==> src/rtl/mc_control_fsm_if.sv <==
// Control bundle between the multi-cycle MIPS main controller and its datapath.
// master = controller side, slave = datapath side.
interface mc_control_fsm_if #(
    parameter int ALUOP_W = 2
);
    logic [5:0]         opcode;
    logic               zero;
    logic               mem_ready;
    logic               pc_en;
    logic               iord;
    logic               mem_read;
    logic               mem_write;
    logic               ir_write;
    logic               reg_dst;
    logic               mem_to_reg;
    logic               reg_write;
    logic               alu_src_a;
    logic [1:0]         alu_src_b;
    logic [ALUOP_W-1:0] alu_op;
    logic [1:0]         pc_src;
    logic               instr_done;
    logic               illegal_op;

    modport master (
        input  opcode, zero, mem_ready,
        output pc_en, iord, mem_read, mem_write, ir_write, reg_dst, mem_to_reg,
               reg_write, alu_src_a, alu_src_b, alu_op, pc_src, instr_done, illegal_op
    );

    modport slave (
        output opcode, zero, mem_ready,
        input  pc_en, iord, mem_read, mem_write, ir_write, reg_dst, mem_to_reg,
               reg_write, alu_src_a, alu_src_b, alu_op, pc_src, instr_done, illegal_op
    );
endinterface

==> src/rtl/mc_control_fsm.sv <==
// Moore main controller for a multi-cycle MIPS datapath with a shared ALU and memory port.
// Define MC_CTRL_BNE_EN to decode bne (opcode 000101) into its own branch state.
module mc_control_fsm #(
    parameter int STATE_W = 4,
    parameter int ALUOP_W = 2
) (
    input  logic               clk,
    input  logic               reset,
    mc_control_fsm_if.master   bus,
    output logic [STATE_W-1:0] state
);

    typedef enum logic [STATE_W-1:0] {
        S_FETCH    = STATE_W'(0),
        S_DECODE   = STATE_W'(1),
        S_MEMADR   = STATE_W'(2),
        S_MEMRD    = STATE_W'(3),
        S_MEMWB    = STATE_W'(4),
        S_MEMWR    = STATE_W'(5),
        S_RTYPE_EX = STATE_W'(6),
        S_RTYPE_WB = STATE_W'(7),
        S_BEQ      = STATE_W'(8),
        S_ADDI_EX  = STATE_W'(9),
        S_ADDI_WB  = STATE_W'(10),
        S_JUMP     = STATE_W'(11),
        S_BNE      = STATE_W'(12)
    } state_e;

    localparam logic [5:0] OP_RTYPE = 6'b000000;
    localparam logic [5:0] OP_LW    = 6'b100011;
    localparam logic [5:0] OP_SW    = 6'b101011;
    localparam logic [5:0] OP_BEQ   = 6'b000100;
    localparam logic [5:0] OP_ADDI  = 6'b001000;
    localparam logic [5:0] OP_J     = 6'b000010;
`ifdef MC_CTRL_BNE_EN
    localparam logic [5:0] OP_BNE   = 6'b000101;
`endif

    localparam logic [ALUOP_W-1:0] ALU_ADD   = ALUOP_W'(0);
    localparam logic [ALUOP_W-1:0] ALU_SUB   = ALUOP_W'(1);
    localparam logic [ALUOP_W-1:0] ALU_FUNCT = ALUOP_W'(2);

    state_e state_q, state_d;
    logic   illegal_c;

    always_ff @(posedge clk or negedge reset) begin
        if (!reset) state_q <= S_FETCH;
        else        state_q <= state_d;
    end

    always_comb begin
        state_d   = S_FETCH;
        illegal_c = 1'b0;
        case (state_q)
            S_FETCH:  state_d = bus.mem_ready ? S_DECODE : S_FETCH;
            S_DECODE: begin
                case (bus.opcode)
                    OP_LW, OP_SW: state_d = S_MEMADR;
                    OP_RTYPE:     state_d = S_RTYPE_EX;
                    OP_BEQ:       state_d = S_BEQ;
                    OP_ADDI:      state_d = S_ADDI_EX;
                    OP_J:         state_d = S_JUMP;
`ifdef MC_CTRL_BNE_EN
                    OP_BNE:       state_d = S_BNE;
`endif
                    default: begin
                        state_d   = S_FETCH;
                        illegal_c = 1'b1;
                    end
                endcase
            end
            S_MEMADR:   state_d = (bus.opcode == OP_LW) ? S_MEMRD : S_MEMWR;
            S_MEMRD:    state_d = bus.mem_ready ? S_MEMWB : S_MEMRD;
            S_MEMWR:    state_d = bus.mem_ready ? S_FETCH : S_MEMWR;
            S_RTYPE_EX: state_d = S_RTYPE_WB;
            S_ADDI_EX:  state_d = S_ADDI_WB;
            default:    state_d = S_FETCH;
        endcase
    end

    logic               pc_en_c, mem_read_c, mem_write_c, ir_write_c, reg_write_c, done_c;
    logic               iord_c, reg_dst_c, mem_to_reg_c, alu_src_a_c;
    logic [1:0]         alu_src_b_c, pc_src_c;
    logic [ALUOP_W-1:0] alu_op_c;

    // Mux selects that a state does not use are left at 0.
    always_comb begin
        pc_en_c      = 1'b0;
        mem_read_c   = 1'b0;
        mem_write_c  = 1'b0;
        ir_write_c   = 1'b0;
        reg_write_c  = 1'b0;
        done_c       = 1'b0;
        iord_c       = 1'b0;
        reg_dst_c    = 1'b0;
        mem_to_reg_c = 1'b0;
        alu_src_a_c  = 1'b0;
        alu_src_b_c  = 2'b00;
        pc_src_c     = 2'b00;
        alu_op_c     = ALU_ADD;
        case (state_q)
            S_FETCH: begin
                mem_read_c  = 1'b1;
                alu_src_b_c = 2'b01;
                ir_write_c  = bus.mem_ready;
                pc_en_c     = bus.mem_ready;
            end
            S_DECODE: alu_src_b_c = 2'b11;
            S_MEMADR, S_ADDI_EX: begin
                alu_src_a_c = 1'b1;
                alu_src_b_c = 2'b10;
            end
            S_MEMRD: begin
                mem_read_c = 1'b1;
                iord_c     = 1'b1;
            end
            S_MEMWB: begin
                reg_write_c  = 1'b1;
                mem_to_reg_c = 1'b1;
                done_c       = 1'b1;
            end
            S_MEMWR: begin
                mem_write_c = 1'b1;
                iord_c      = 1'b1;
                done_c      = bus.mem_ready;
            end
            S_RTYPE_EX: begin
                alu_src_a_c = 1'b1;
                alu_op_c    = ALU_FUNCT;
            end
            S_RTYPE_WB: begin
                reg_write_c = 1'b1;
                reg_dst_c   = 1'b1;
                done_c      = 1'b1;
            end
            S_ADDI_WB: begin
                reg_write_c = 1'b1;
                done_c      = 1'b1;
            end
            S_BEQ: begin
                alu_src_a_c = 1'b1;
                alu_op_c    = ALU_SUB;
                pc_src_c    = 2'b01;
                pc_en_c     = bus.zero;
                done_c      = 1'b1;
            end
`ifdef MC_CTRL_BNE_EN
            S_BNE: begin
                alu_src_a_c = 1'b1;
                alu_op_c    = ALU_SUB;
                pc_src_c    = 2'b01;
                pc_en_c     = ~bus.zero;
                done_c      = 1'b1;
            end
`endif
            S_JUMP: begin
                pc_src_c = 2'b10;
                pc_en_c  = 1'b1;
                done_c   = 1'b1;
            end
            default: ;
        endcase
    end

    // Reset gates every enable combinationally so an in-flight strobe drops before the next edge.
    assign bus.pc_en      = reset & pc_en_c;
    assign bus.mem_read   = reset & mem_read_c;
    assign bus.mem_write  = reset & mem_write_c;
    assign bus.ir_write   = reset & ir_write_c;
    assign bus.reg_write  = reset & reg_write_c;
    assign bus.instr_done = reset & done_c;
    assign bus.illegal_op = reset & illegal_c;

    assign bus.iord       = iord_c;
    assign bus.reg_dst    = reg_dst_c;
    assign bus.mem_to_reg = mem_to_reg_c;
    assign bus.alu_src_a  = alu_src_a_c;
    assign bus.alu_src_b  = alu_src_b_c;
    assign bus.alu_op     = alu_op_c;
    assign bus.pc_src     = pc_src_c;

    assign state = state_q;

endmodule

==> src/flat_wrapper.sv <==
// flat-port wrapper written by rule: the top's interface ports become plain ports
module mc_control_fsm_flat 
#(
    parameter int STATE_W = 4,
    parameter int ALUOP_W = 2
)
  (clk, reset, state, bus_opcode, bus_zero, bus_mem_ready, bus_pc_en, bus_iord, bus_mem_read, bus_mem_write, bus_ir_write, bus_reg_dst, bus_mem_to_reg, bus_reg_write, bus_alu_src_a, bus_alu_src_b, bus_alu_op, bus_pc_src, bus_instr_done, bus_illegal_op);
  mc_control_fsm_if #(.ALUOP_W(ALUOP_W)) bus_i ();
  input  logic clk;
  input  logic reset;
  output logic [STATE_W-1:0] state;
  input wire logic [$bits(bus_i.opcode)-1:0] bus_opcode;
  input wire logic [$bits(bus_i.zero)-1:0] bus_zero;
  input wire logic [$bits(bus_i.mem_ready)-1:0] bus_mem_ready;
  output wire logic [$bits(bus_i.pc_en)-1:0] bus_pc_en;
  output wire logic [$bits(bus_i.iord)-1:0] bus_iord;
  output wire logic [$bits(bus_i.mem_read)-1:0] bus_mem_read;
  output wire logic [$bits(bus_i.mem_write)-1:0] bus_mem_write;
  output wire logic [$bits(bus_i.ir_write)-1:0] bus_ir_write;
  output wire logic [$bits(bus_i.reg_dst)-1:0] bus_reg_dst;
  output wire logic [$bits(bus_i.mem_to_reg)-1:0] bus_mem_to_reg;
  output wire logic [$bits(bus_i.reg_write)-1:0] bus_reg_write;
  output wire logic [$bits(bus_i.alu_src_a)-1:0] bus_alu_src_a;
  output wire logic [$bits(bus_i.alu_src_b)-1:0] bus_alu_src_b;
  output wire logic [$bits(bus_i.alu_op)-1:0] bus_alu_op;
  output wire logic [$bits(bus_i.pc_src)-1:0] bus_pc_src;
  output wire logic [$bits(bus_i.instr_done)-1:0] bus_instr_done;
  output wire logic [$bits(bus_i.illegal_op)-1:0] bus_illegal_op;
  assign bus_i.opcode = bus_opcode;
  assign bus_i.zero = bus_zero;
  assign bus_i.mem_ready = bus_mem_ready;
  assign bus_pc_en = bus_i.pc_en;
  assign bus_iord = bus_i.iord;
  assign bus_mem_read = bus_i.mem_read;
  assign bus_mem_write = bus_i.mem_write;
  assign bus_ir_write = bus_i.ir_write;
  assign bus_reg_dst = bus_i.reg_dst;
  assign bus_mem_to_reg = bus_i.mem_to_reg;
  assign bus_reg_write = bus_i.reg_write;
  assign bus_alu_src_a = bus_i.alu_src_a;
  assign bus_alu_src_b = bus_i.alu_src_b;
  assign bus_alu_op = bus_i.alu_op;
  assign bus_pc_src = bus_i.pc_src;
  assign bus_instr_done = bus_i.instr_done;
  assign bus_illegal_op = bus_i.illegal_op;
  mc_control_fsm #(.STATE_W(STATE_W), .ALUOP_W(ALUOP_W)) u_core (.clk(clk), .reset(reset), .bus(bus_i), .state(state));
endmodule
==> config.mk <==
export PLATFORM = sky130hd
export DESIGN_NAME = mc_control_fsm_flat
export DESIGN_NICKNAME = d
export VERILOG_FILES = /design/src/rtl/mc_control_fsm_if.sv /design/src/rtl/mc_control_fsm.sv /design/src/flat_wrapper.sv
export SDC_FILE = /design/constraint.sdc
export NUM_CORES = 1
export LEC_CHECK = 0
export CORE_AREA = 2 2 39 41
export CTS_CLUSTER_DIAMETER = 40
export DETAILED_ROUTE_END_ITERATION = 8
export DIE_AREA = 0 0 41 43
export DONT_BUFFER_PORTS = 1
export PLACE_DENSITY = 0.69
export SKIP_CTS_REPAIR_TIMING = 1
export SLEW_MARGIN = 20
export SYNTH_ARGS = -nofsm -noshare
export SYNTH_HDL_FRONTEND = slang
export SYNTH_SLANG_ARGS = --single-unit
export TNS_END_PERCENT = 1
==> constraint.sdc <==
create_clock -name clk -period 2 [get_ports clk]
set_input_delay 0.4 -clock clk [delete_from_list [all_inputs] [get_ports clk]]
set_output_delay 0.4 -clock clk [all_outputs]
set_load 0.01 [all_outputs]
==> out/qor.txt <==
Clk Latency, worst-skew pair: 0.24 ns
Rel. slew slack: 73.3%
Tightest Hold Check Type: in2reg
Worst EP arrival: 1.52 ns
Die height: 43 µm
Unrepaired setup endpoints after global routing: false
IO Port Bufs: 0
Met2 WL: 838 µm
Number of hold violations in the final report: 0
Clk slew on worst S/H paths: 0.04 ns
Layout Skew: 0.00329 ns
Final setup viols: 0
Crit share post-route: 96.1%
Clk buf depth: 2
VDD IR-drop max: 0.223 mV
DR pass1 iterations: 4
Max cap viols: 0
Fin crit period: 1.92 ns
Final-report max-slew violation count: 0
Area grow syn2layout: 13.0%
CTS Root Cell: clkbuf_4
Nets: 101
Post-synth EDFFs: 0
DIE WIDTH: 41 µm
TritonCTS clock tree: built
Sequential-to-total area share from yosys stat: 16.0%
Status: complete, no violations
Vias in the first global route: 607
Grt total ovfl: 0
Placer Congestion: 0.780
Crit-path max FO: 10
Initial antenna violation count: 0
Vias/cell: 6.48
Syn Nets: 94
Max Used Layer: met4
Synth area leader: dfrtp_1
Post-DP HPWL: 1310 µm
Post-Syn Area per Cell: 7.43 µm²
Fmax: 520 MHz
Core footprint: 1380 µm²
Crit. End Element: output pin
Cells taking the most area after synthesis: dfrtp_1 16%, nor3_1 5.6%, o21ai_0 4.8%, nor3b_1 4.8%, nor2_1 4.2%
Ant diodes: 0
Initial Utilization: 45.1%
Largest net degree at the start of global routing: 13
Io pins: 31
Fraction of layout cells with a size suffix above 1: 19.1%
DRT Wirelength: 1720 µm
Commonest cells post-synth: 7 x nor2_1, 7 x nor3_1, 6 x o21ai_0
FFs w/ async S/R, synth: 100%
Yosys reg bits: 4
Yosys top cell area share: 16.0%
Overall routing resource usage: 21.2%
Static Leak: 0.000286 µW
Max FFs per register: 4
First-pass GRT wire length: 2570 µm
CTS Sinks: 4
Distinct cells, synth: 40
Post-layout util: 51.0%
H-tree depth: 1
Synth Warn #: 0
Required time of the critical path: 1.60 ns
Cells after synthesis: 84
Vias: 680
Die area: 1760 µm²
Initial DRC Count: 8
Hold_ws: 0.389 ns
Met3 WL: 108 µm
Synth Flop Type: dfrtp_1
Number of core rows: 14
# DRC: 0
Final TNS setup: 0 ns
CP Class: reg2out
Met1 WL: 743 µm
Critical path launch point type: flop
Post-Syn Area: 624 µm²
Power Density: 576 nW/µm²
CTS Buf Count: 3
Worst Tran Pin Value: 0.400 ns
Wire per inst: 16.4 µm
Routed Antenna Nets: 0
through the flow:
step	std cells	area, µm²	power (µW)	worst slack (ns)
floorplan	84	624	254	0.328
global placement	101	661	290	0.350
detailed placement	101	661	294	0.300
CTS	104	683	402	0.0390
global route	105	706	433	0.00434
finish	105	706	407	0.0777
worst paths after layout:
path	start	endpoint	slack, ns	depth (start not counted)
worst max-delay path	u_core.state[0]	bus_mem_write	0.08	3
worst min-delay path	bus_opcode[3]	u_core.state[0]	0.39	2
worst max register to register	u_core.state[2]	u_core.state[2]	0.26	5
worst min register to register	u_core.state[2]	u_core.state[3]	0.73	1
max in group asynchronous	reset	u_core.state[1]	1.39	1
min in group asynchronous	reset	u_core.state[0]	0.43	1
layout make-up:
class                      instances  area, µm²
sequential                         4        100
clock buffer                       3       22.5
fill                             149        678
inverter                           2       7.51
multi-input combinational         71        485
timing repair buffer               9       70.1
tap                               16       20.0
kinds of logic after synthesis:
kind of cell    after synthesis  synth area share (%)
mux                           1                  1.80
compound gates               22                  24.4
simple gates                 45                  45.3
buf+inv                       9                  8.22
xor+xnor                      3                  4.21
flops                         4                  16.0
where the power goes:
| part | internal [µW] | switching (µW) |
|---|---|---|
| combinational | 78.6 | 111 |
| sequential | 89.9 | 23.8 |
| clock | 67.3 | 36.0 |
| total | 236 | 171 |
cells in the final DEF (no fill, tap or decap), drive strengths merged, types with 4 or more instances in the layout:
cell type | synthesis | routed
nor3b | 4 | 4
o21ai | 6 | 6
nor2 | 8 | 8
nor2b | 4 | 4
buf | 6 | 8
dfrtp | 4 | 4
nor3 | 7 | 7
nand2 | 5 | 5
worst max-delay path, stage by stage (launching register included):
cell	delay (ns)
dfrtp_1	0.50
buf_4	0.23
nor2b_1	0.30
and3_1	0.26
metal layers:
metal | global-route usage [%] | vias to the layer above
met5 | 0 | -
met4 | 13.3 | 0
met3 | 5.24 | 4
met2 | 31.3 | 26
met1 | 26.1 | 326
li1 | - | 324
(Power assumes the default switching activity.)
==> RTL change: new RTL, config.mk and constraints unchanged <==
Add a define of `MC_CTRL_BNE_EN`.
--- a/src/rtl/mc_control_fsm.sv
+++ b/src/rtl/mc_control_fsm.sv
@@ -1,5 +1,7 @@
 // Moore main controller for a multi-cycle MIPS datapath with a shared ALU and memory port.
 // Define MC_CTRL_BNE_EN to decode bne (opcode 000101) into its own branch state.
+`define MC_CTRL_BNE_EN
+
 module mc_control_fsm #(
     parameter int STATE_W = 4,
     parameter int ALUOP_W = 2
Formal check against the unedited RTL: not equivalent (Yosys sat finds a counterexample within 4 cycles, from zero or initial values and one cycle with reset low).
==> RTL change against the original RTL <==
  * Sequential cell count is the same
  * Worst hold slack got worse by 0.0082 ns
  * Fmax rose by 1.5%
  * Design area fell by 7.6%
  * Synthesized area is 6.6% lower
  * Largest cell class unchanged
  * Combinational power is 24% higher
  * Largest power group unchanged
  * Routed wire length is 6.7% lower
  * Total power is 16% higher
  * Synthesized cell count rose by 2.4%
  * Setup slack better by 0.028 ns
==> RTL change: results (changes against the original RTL) <==
| Metric | Value |
|---|---|
| Post-synth ARST share | 1.00 (unchanged) |
| CP delay by family, top | flip-flops (was simple AND/OR/NAND/NOR gates) |
| Flop pwr share | 0.276 (was 0.280) |
| Skew final | 0.00797 ns (was 0.00329 ns) |
| Synth area leaders | dfrtp_1 (17%), nor2_1 (7.1%), nand2_1 (6.4%), nand2b_1 (6.4%), nor2b_1 (6.4%) (was dfrtp_1 (16%), nor3_1 (5.6%), o21ai_0 (4.8%), nor3b_1 (4.8%), nor2_1 (4.2%)) |
| GR Util All Layers | 0.208 (was 0.212) |
| Leakage power | 0.258 nW (was 0.286 nW) |
| Met2 Usage GRT | 0.297 (was 0.313) |
| Total CTS buffers | 3 (unchanged) |
| I/O Buffers | 0 (unchanged) |
| Outcome | finished, final reports clean (unchanged) |
| Clock-pin slew on the worst setup and hold paths | 0.04 ns (about the same) |
| Fillers | 148 (was 149) |
| Combinational gate power | 0.000235 W (was 0.000190 W) |
| Pre-antenna DRT Iters | 4 (unchanged) |
| Ys Warns | 0 (unchanged) |
| Total gr overflow | 0 (unchanged) |
| Clk_lat worst skew | approximately 0.25 ns |
| Worst-margin pin slew | 0.450 ns (was 0.400 ns) |
| VDD IR-drop max | 0.278 mV (was 0.223 mV) |
| Critical Path Max Stage Delay | approximately 0.5 ns |
| N_diodes | 0 (unchanged) |
| CP max-delay cell | dfrtp_1 (unchanged) |
| Initial antenna violation count | 0 (unchanged) |
| Dpl hpwl | 1170 um (was 1310 um) |
| Met3 global-route usage | 0.0733 (was 0.0524) |
| GPL Wtd Cong | 0.794 (was 0.780) |
| CTS H-tree depth | 1 (unchanged) |
| Pre-CTS setup slack | 0.264 ns (was 0.300 ns) |
| Post-synthesis cell type count | 31 (was 40) |
| Syn Nets | 96 (was 94) |
| Sw Pwr | 0.000223 W (was 0.000171 W) |
| Initial drt markers | 31 (was 8) |
| Post-synth EDFFs | 0 (unchanged) |
| DR vias | 655 (was 680) |
| CP Max Fanout | 9 (was 10) |
| Sequential logic power | 0.000131 W (was 0.000114 W) |
| Largest net degree at the start of global routing | 18 (was 13) |
| Commonest cells in the netlist | nor2_1 (11), nand2_1 (10), a21oi_1 (7) (was nor2_1 (7), nor3_1 (7), o21ai_0 (6)) |
| Worst min path class | input pin to flip-flop (unchanged) |
| Seq/Total Area, Yosys | 0.172 (was 0.160) |
| Clock Tree Root | clkbuf_4 (unchanged) |
| First-pass GRT wire length | 2530 um (was 2570 um) |
| Layout cells sized above 1 | 0.180 (was 0.191) |
| Vias in the first global route | 585 (was 607) |
| Met1 Use GR | 0.259 (was 0.261) |
| Largest register FFs | 4 (unchanged) |
| Max clock buf depth | 2 (unchanged) |
| Nets | 101 (unchanged) |
| Routed wire length | 1610 um (was 1720 um) |
## RTL change: cell types whose count changed after synthesis, sizes merged, moves of 3 or more
cell    delta
a211oi     -3
o21ai      -3
nand2b     +3
nand2      +5
nor3       -4
a21oi      +4
nor3b      -3
nor2       +3
## RTL change: worst paths after layout
kind	from	to	slack, ns	depth (start not counted)
worst min-delay path	bus_opcode[3]	u_core.state[0]$_DFF_PN0_	0.38	3
min in group asynchronous	reset	u_core.state[2]$_DFF_PN0_	0.43	1
worst min register to register	u_core.state[3]$_DFF_PN0_	u_core.state[0]$_DFF_PN0_	0.68	1
max in group asynchronous	reset	u_core.state[3]$_DFF_PN0_	1.38	1
worst max register to register	u_core.state[1]$_DFF_PN0_	u_core.state[2]$_DFF_PN0_	0.63	3
worst max-delay path	u_core.state[1]$_DFF_PN0_	bus_illegal_op	0.11	2
## RTL change: layout make-up
class	count	area share
repair buffers	7	0.0845
multi-input cells	74	0.687
clock buffers	3	0.0345
inverters	1	0.00576
well taps	16	0.0307
flip-flops and latches	4	0.157
## RTL change: stage by stage
stage / hold WS (ns) / area, um2 / std cells
floorplan: 0.104 / 583 / 86
global placement: 0.105 / 612 / 101
detailed placement: 0.105 / 612 / 101
CTS: -0.154 / 634 / 104
global route: 0.394 / 652 / 105
finish: 0.381 / 652 / 105
## RTL change: layer usage
layer,share of wire,wire (um)
met3,0.13,211
met1,0.38,614
met2,0.47,762
met4,0.011,18
met5,0,0
## RTL change: cells by family after synthesis
family,share of synthesized area
compound gates,0.217
xor+xnor,0.0601
buf+inv,0.0687
flops,0.172
mux,0.0193
simple gates,0.464
## RTL change: worst reg2reg max path: stages (launching register included)
cell and delay, ns:
dfrtp_1 0.53, buf_4 0.22, mux2_2 0.33, o221ai_1 0.19
